==> config.mk <==
export PLATFORM = sky130hd
export DESIGN_NAME = ysyx_23060187_alu_arb_flat
export DESIGN_NICKNAME = d
export VERILOG_FILES = /design/src/rtl/ysyx_23060187_alu_arb_if.sv /design/src/rtl/ysyx_23060187_alu_arb.sv /design/src/flat_wrapper.sv
export SDC_FILE = /design/constraint.sdc
export NUM_CORES = 1
export LEC_CHECK = 0
export ABC_AREA = 1
export BUFFER_PORTS_ARGS = -buffer_cell sky130_fd_sc_hd__buf_2
export CAP_MARGIN = 20
export CORE_AREA = 2 2 125 127
export DETAILED_ROUTE_END_ITERATION = 16
export DIE_AREA = 0 0 127 129
export MAX_ROUTING_LAYER = met4
export PLACE_DENSITY_LB_ADDON = 0.08
export SYNTH_ARGS = -nofsm -noshare
export SYNTH_HDL_FRONTEND = slang
export SYNTH_SLANG_ARGS = --single-unit
==> constraint.sdc <==
create_clock -name clk -period 4.06 [get_ports clk]
set_clock_uncertainty 0.2 [all_clocks]
set_input_delay 0.812 -clock clk [delete_from_list [all_inputs] [get_ports clk]]
set_output_delay 0.812 -clock clk [all_outputs]
set_load 0.005 [all_outputs]
==> src/rtl/ysyx_23060187_alu_arb_if.sv <==
// Client-side handshake bundle for the shared-ALU arbiter: two request ports
// and their one-entry response buffers.
interface ysyx_23060187_alu_arb_if;
    logic        req0_valid;
    logic        req0_ready;
    logic [3:0]  req0_ctrl;
    logic [31:0] req0_a;
    logic [31:0] req0_b;
    logic        req1_valid;
    logic        req1_ready;
    logic [3:0]  req1_ctrl;
    logic [31:0] req1_a;
    logic [31:0] req1_b;
    logic        rsp0_valid;
    logic        rsp0_ready;
    logic [31:0] rsp0_result;
    logic [2:0]  rsp0_flags;
    logic        rsp1_valid;
    logic        rsp1_ready;
    logic [31:0] rsp1_result;
    logic [2:0]  rsp1_flags;

    modport master (
        output req0_valid, req0_ctrl, req0_a, req0_b,
        output req1_valid, req1_ctrl, req1_a, req1_b,
        output rsp0_ready, rsp1_ready,
        input  req0_ready, req1_ready,
        input  rsp0_valid, rsp0_result, rsp0_flags,
        input  rsp1_valid, rsp1_result, rsp1_flags
    );

    modport slave (
        input  req0_valid, req0_ctrl, req0_a, req0_b,
        input  req1_valid, req1_ctrl, req1_a, req1_b,
        input  rsp0_ready, rsp1_ready,
        output req0_ready, req1_ready,
        output rsp0_valid, rsp0_result, rsp0_flags,
        output rsp1_valid, rsp1_result, rsp1_flags
    );
endinterface

==> src/rtl/ysyx_23060187_alu_arb.sv <==
// Round-robin arbiter time-sharing one combinational ALU between two clients,
// with a registered one-entry response buffer per client.
module ysyx_23060187_alu_arb (
    input  logic                          clk,
    input  logic                          rst_n,
    ysyx_23060187_alu_arb_if.slave        cli,
    output logic [3:0]                    alu_ctrl,
    output logic [31:0]                   alu_opnum1,
    output logic [31:0]                   alu_opnum2,
    input  logic [31:0]                   alu_result,
    input  logic                          alu_zero,
    input  logic                          alu_cout,
    input  logic                          alu_overflow
);
    typedef enum logic {PRIO_0 = 1'b0, PRIO_1 = 1'b1} prio_t;

    prio_t       prio_q, prio_d;
    logic        elig0, elig1, gnt0, gnt1;
    logic        rsp0_valid_q, rsp1_valid_q;
    logic [31:0] rsp0_result_q, rsp1_result_q;
    logic [2:0]  rsp0_flags_q, rsp1_flags_q;

    always_comb begin
        // A full buffer being drained this cycle counts as free.
        elig0 = cli.req0_valid && (!rsp0_valid_q || cli.rsp0_ready);
        elig1 = cli.req1_valid && (!rsp1_valid_q || cli.rsp1_ready);
        gnt0  = elig0 && (!elig1 || (prio_q == PRIO_0));
        gnt1  = elig1 && (!elig0 || (prio_q == PRIO_1));

        prio_d = prio_q;
        if (gnt0)
            prio_d = PRIO_1;
        else if (gnt1)
            prio_d = PRIO_0;

        alu_ctrl   = '0;
        alu_opnum1 = '0;
        alu_opnum2 = '0;
        if (gnt0) begin
            alu_ctrl   = cli.req0_ctrl;
            alu_opnum1 = cli.req0_a;
            alu_opnum2 = cli.req0_b;
        end else if (gnt1) begin
            alu_ctrl   = cli.req1_ctrl;
            alu_opnum1 = cli.req1_a;
            alu_opnum2 = cli.req1_b;
        end
    end

    always_ff @(posedge clk or negedge rst_n) begin
        if (!rst_n)
            prio_q <= PRIO_0;
        else
            prio_q <= prio_d;
    end

    always_ff @(posedge clk or negedge rst_n) begin
        if (!rst_n) begin
            rsp0_valid_q  <= 1'b0;
            rsp0_result_q <= '0;
            rsp0_flags_q  <= '0;
        end else if (gnt0) begin
            rsp0_valid_q  <= 1'b1;
            rsp0_result_q <= alu_result;
            rsp0_flags_q  <= {alu_overflow, alu_cout, alu_zero};
        end else if (rsp0_valid_q && cli.rsp0_ready) begin
            rsp0_valid_q  <= 1'b0;
        end
    end

    always_ff @(posedge clk or negedge rst_n) begin
        if (!rst_n) begin
            rsp1_valid_q  <= 1'b0;
            rsp1_result_q <= '0;
            rsp1_flags_q  <= '0;
        end else if (gnt1) begin
            rsp1_valid_q  <= 1'b1;
            rsp1_result_q <= alu_result;
            rsp1_flags_q  <= {alu_overflow, alu_cout, alu_zero};
        end else if (rsp1_valid_q && cli.rsp1_ready) begin
            rsp1_valid_q  <= 1'b0;
        end
    end

    assign cli.req0_ready  = gnt0;
    assign cli.req1_ready  = gnt1;
    assign cli.rsp0_valid  = rsp0_valid_q;
    assign cli.rsp0_result = rsp0_result_q;
    assign cli.rsp0_flags  = rsp0_flags_q;
    assign cli.rsp1_valid  = rsp1_valid_q;
    assign cli.rsp1_result = rsp1_result_q;
    assign cli.rsp1_flags  = rsp1_flags_q;
endmodule

==> src/flat_wrapper.sv <==
// flat-port wrapper written by rule: the top's interface ports become plain ports
module ysyx_23060187_alu_arb_flat 
  (clk, rst_n, alu_ctrl, alu_opnum1, alu_opnum2, alu_result, alu_zero, alu_cout, alu_overflow, cli_req0_valid, cli_req0_ctrl, cli_req0_a, cli_req0_b, cli_req1_valid, cli_req1_ctrl, cli_req1_a, cli_req1_b, cli_rsp0_ready, cli_rsp1_ready, cli_req0_ready, cli_req1_ready, cli_rsp0_valid, cli_rsp0_result, cli_rsp0_flags, cli_rsp1_valid, cli_rsp1_result, cli_rsp1_flags);
  ysyx_23060187_alu_arb_if cli_i ();
  input  logic clk;
  input  logic rst_n;
  output logic [3:0] alu_ctrl;
  output logic [31:0] alu_opnum1;
  output logic [31:0] alu_opnum2;
  input  logic [31:0] alu_result;
  input  logic alu_zero;
  input  logic alu_cout;
  input  logic alu_overflow;
  input wire logic [$bits(cli_i.req0_valid)-1:0] cli_req0_valid;
  input wire logic [$bits(cli_i.req0_ctrl)-1:0] cli_req0_ctrl;
  input wire logic [$bits(cli_i.req0_a)-1:0] cli_req0_a;
  input wire logic [$bits(cli_i.req0_b)-1:0] cli_req0_b;
  input wire logic [$bits(cli_i.req1_valid)-1:0] cli_req1_valid;
  input wire logic [$bits(cli_i.req1_ctrl)-1:0] cli_req1_ctrl;
  input wire logic [$bits(cli_i.req1_a)-1:0] cli_req1_a;
  input wire logic [$bits(cli_i.req1_b)-1:0] cli_req1_b;
  input wire logic [$bits(cli_i.rsp0_ready)-1:0] cli_rsp0_ready;
  input wire logic [$bits(cli_i.rsp1_ready)-1:0] cli_rsp1_ready;
  output wire logic [$bits(cli_i.req0_ready)-1:0] cli_req0_ready;
  output wire logic [$bits(cli_i.req1_ready)-1:0] cli_req1_ready;
  output wire logic [$bits(cli_i.rsp0_valid)-1:0] cli_rsp0_valid;
  output wire logic [$bits(cli_i.rsp0_result)-1:0] cli_rsp0_result;
  output wire logic [$bits(cli_i.rsp0_flags)-1:0] cli_rsp0_flags;
  output wire logic [$bits(cli_i.rsp1_valid)-1:0] cli_rsp1_valid;
  output wire logic [$bits(cli_i.rsp1_result)-1:0] cli_rsp1_result;
  output wire logic [$bits(cli_i.rsp1_flags)-1:0] cli_rsp1_flags;
  assign cli_i.req0_valid = cli_req0_valid;
  assign cli_i.req0_ctrl = cli_req0_ctrl;
  assign cli_i.req0_a = cli_req0_a;
  assign cli_i.req0_b = cli_req0_b;
  assign cli_i.req1_valid = cli_req1_valid;
  assign cli_i.req1_ctrl = cli_req1_ctrl;
  assign cli_i.req1_a = cli_req1_a;
  assign cli_i.req1_b = cli_req1_b;
  assign cli_i.rsp0_ready = cli_rsp0_ready;
  assign cli_i.rsp1_ready = cli_rsp1_ready;
  assign cli_req0_ready = cli_i.req0_ready;
  assign cli_req1_ready = cli_i.req1_ready;
  assign cli_rsp0_valid = cli_i.rsp0_valid;
  assign cli_rsp0_result = cli_i.rsp0_result;
  assign cli_rsp0_flags = cli_i.rsp0_flags;
  assign cli_rsp1_valid = cli_i.rsp1_valid;
  assign cli_rsp1_result = cli_i.rsp1_result;
  assign cli_rsp1_flags = cli_i.rsp1_flags;
  ysyx_23060187_alu_arb u_core (.clk(clk), .rst_n(rst_n), .cli(cli_i), .alu_ctrl(alu_ctrl), .alu_opnum1(alu_opnum1), .alu_opnum2(alu_opnum2), .alu_result(alu_result), .alu_zero(alu_zero), .alu_cout(alu_cout), .alu_overflow(alu_overflow));
endmodule
==> impl_metrics.py <==
metrics = {
    "global_routing": {
        "antenna_found_initial": 2,
        "track_usage_pct": 20.1,
        "grt_max_degree": 105,
        "grt_pass1_vias": 4582,
        "grt-ovfl-total": 0,
        "grt_pass1_wl_mm": 24.9,
    },
    "synthesis": {
        "synthTopCellsByCount": "nand2_1 (213), nand3_1 (208), dfrtp_1 (73)",
        "ys_seq_area_share_pct": 46.0,
        "avgSynthCellArea_um2": 7.16,
        "synth-edff-count": 0,
        "ys_ff_latch": 73,
        "synth-async-reset-ratio_pct": 100,
        "syn_inst": 554,
        "yosysMostFrequentCell": "nand2_1",
        "yosys_warnings": 0,
        "yosysTopAreaCellShare_pct": 46.0,
        "yosysUniqueCellTypes": 11,
        "ys_top_cells_by_area": "dfrtp_1 (46%), nand3_1 (26%), nand2_1 (20%), buf_2 (4.2%), clkbuf_1 (1.3%)",
        "synth_ff_type": "dfrtp_1",
        "yosys.area.top_type": "dfrtp_1",
        "synth_area_um2": 3970,
        "synthesis.nets": 731,
    },
    "clock_tree": {
        "cts_hold_buffers": 0,
        "cts.clk_slew.worst_paths_ns": 0.05,
        "htreeDepth": 3,
        "clock_path_buffers": 2,
        "ctsResizeCount": 0,
        "cts_tree": "yes",
        "post_cts_buffers": 0,
        "clock_latency_ns": 0.34,
        "cts_root_buffer": "clkbuf_16",
        "clkSinkCount": 73,
        "cts_made_buffers": 9,
    },
    "final_layout": {
        "area_delta_synth_final_pct": 51.4,
        "drive_gt1_share_pct": 41.2,
        "final_cell_area_um2": 6010,
        "fin_cells": 1038,
        "nNetsFinal": 1021,
        "post-route-util_pct": 40.1,
    },
    "timing": {
        "rsz0062_at_grt": "false",
        "setup_ws_ns": 0.829,
        "tightest_slew_ns": 0.936,
        "slew_viol_final": 0,
        "slew_headroom_pct": 37.6,
        "setup_violations": 0,
        "hold_viol": 0,
        "fin_crit_ns": 3.23,
        "period_share_pct": 79.6,
        "fmax_mhz": 310,
        "tns_ns": 0,
    },
    "die": {
        "start_util_pct": 26.5,
        "fp.dieW_um": 127,
        "boundaryPins": 319,
        "fp.coreArea_um2": 15000,
        "rows": 45,
        "die_area_um2": 16400,
        "chipHeight_um": 129,
    },
    "critical_path": {
        "cp.arrival_ns": 2.22,
        "worstPathMaxFanout": 45,
        "cp.required_ns": 3.05,
        "path_class": "in -> out",
        "startpoint_type": "input pin",
        "reg2reg_slack_ns": 1.58,
        "end_kind": "output pin",
    },
    "drt": {
        "drc": 0,
        "drtIter0Drc": 270,
        "ant_nets": 0,
        "wl_per_cell_um": 16.3,
        "wl_mm": 16.9,
        "vias": 4902,
        "drt-vias-per-instance": 4.72,
        "drt_pre_antenna_iters": 4,
    },
    "placed_design": {
        "dp_worst_setup_slack_ns": 0.830,
        "hpwl_mm": 11.9,
        "dp.cells": 1021,
        "gp_congestion": 0.764,
        "io_buffers": 318,
        "place_area_um2": 5730,
    },
    "hold_path": {
        "hp-class": "reg -> reg",
    },
    "status": {
        "status": "completed",
    },
    "power": {
        "p_leak_nw": 3.67,
        "ir_worst_vdd_mv": 0.166,
        "power.density_nw_per_um2": 431,
    },
    "job": {
        "max_cap_viol_count": 0,
    },
}
per-stage QoR:
stage / total power [mW] / hold slack, ns
3_3_place_gp: 1.87 / 0.248
4_1_cts: 2.63 / 0.267
5_1_grt: 2.76 / 0.283
6_report: 2.59 / 0.263
3_5_place_dp: 1.88 / 0.253
2_1_floorplan: 1.38 / 0.265
report_power, final:
part / internal, mW / total, mW / switching, mW
registers: 0.888 / 0.975 / 0.0875
clock network: 0.444 / 0.739 / 0.296
logic: 0.374 / 0.877 / 0.503
per-layer routing:
metal	global-route usage [%]	vias up	wire length [µm]	part of all wire, %
met5	-	-	0	0
met3	4.20	14	1240	7.3
met4	5.95	0	211	1.2
li1	-	2413	-	-
met2	33.3	209	8330	49
met1	24.8	2266	7160	42
cells by family after synthesis:
logic type,synth area share (%)
compound gates,0.694
buf+inv,6.72
flops,46.0
simple gates,46.5
worst max-delay path, stage by stage:
cell	delay, ns
buf_2	0.09
inv_2	0.04
nand2_1	0.11
nand3_4	0.41
buf_4	0.42
nand3_1	0.11
nand2_1	0.06
buf_2	0.12
state kept, by name, indices dropped and copies added, names as in the netlist:
| name | count |
|---|---|
| u_core.cli.rsp1_flags | 3 |
| u_core.cli.rsp1_result | 32 |
| u_core.prio_q | 1 |
| u_core.cli.rsp1_valid | 1 |
| u_core.cli.rsp0_flags | 3 |
| u_core.cli.rsp0_result | 32 |
| u_core.cli.rsp0_valid | 1 |
worst paths after layout:
| check | start | end | cells past startpoint |
|---|---|---|---|
| max | cli_rsp1_ready | alu_ctrl[1] | 8 |
| min | u_core.cli.rsp1_result[27]$_DFFE_PN0N_ | u_core.cli.rsp1_result[27]$_DFFE_PN0N_ | 2 |
| max reg2reg | u_core.cli.rsp1_valid$_DFFE_PN0P_ | u_core.prio_q$_DFFE_PN0P_ | 6 |
| min reg2reg | u_core.cli.rsp1_result[27]$_DFFE_PN0N_ | u_core.cli.rsp1_result[27]$_DFFE_PN0N_ | 2 |
| max in group asynchronous | rst_n | u_core.cli.rsp0_result[12]$_DFFE_PN0P_ | 1 |
| min in group asynchronous | rst_n | u_core.cli.rsp1_result[27]$_DFFE_PN0N_ | 1 |
layout by cell type (no fill, tap or decap), drive strengths merged:
cell      n
buf     330
a21boi    2
clkbuf   13
dfrtp    73
diode     2
inv       5
o21ai     1
clkinv    2
nand2   214
nand3   208
final cells by class:
cell class                 count  area [µm²]
fill                        1654        8970
multi-input combinational    425        1910
sequential                    73        1830
timing repair buffer         330        1730
clock buffer                  13         260
tap                          188         235
inverter                       5        18.8
clock inverter                 2        13.8
antenna                        2        5.00
No activity file was read; power rests on OpenSTA's default activity.
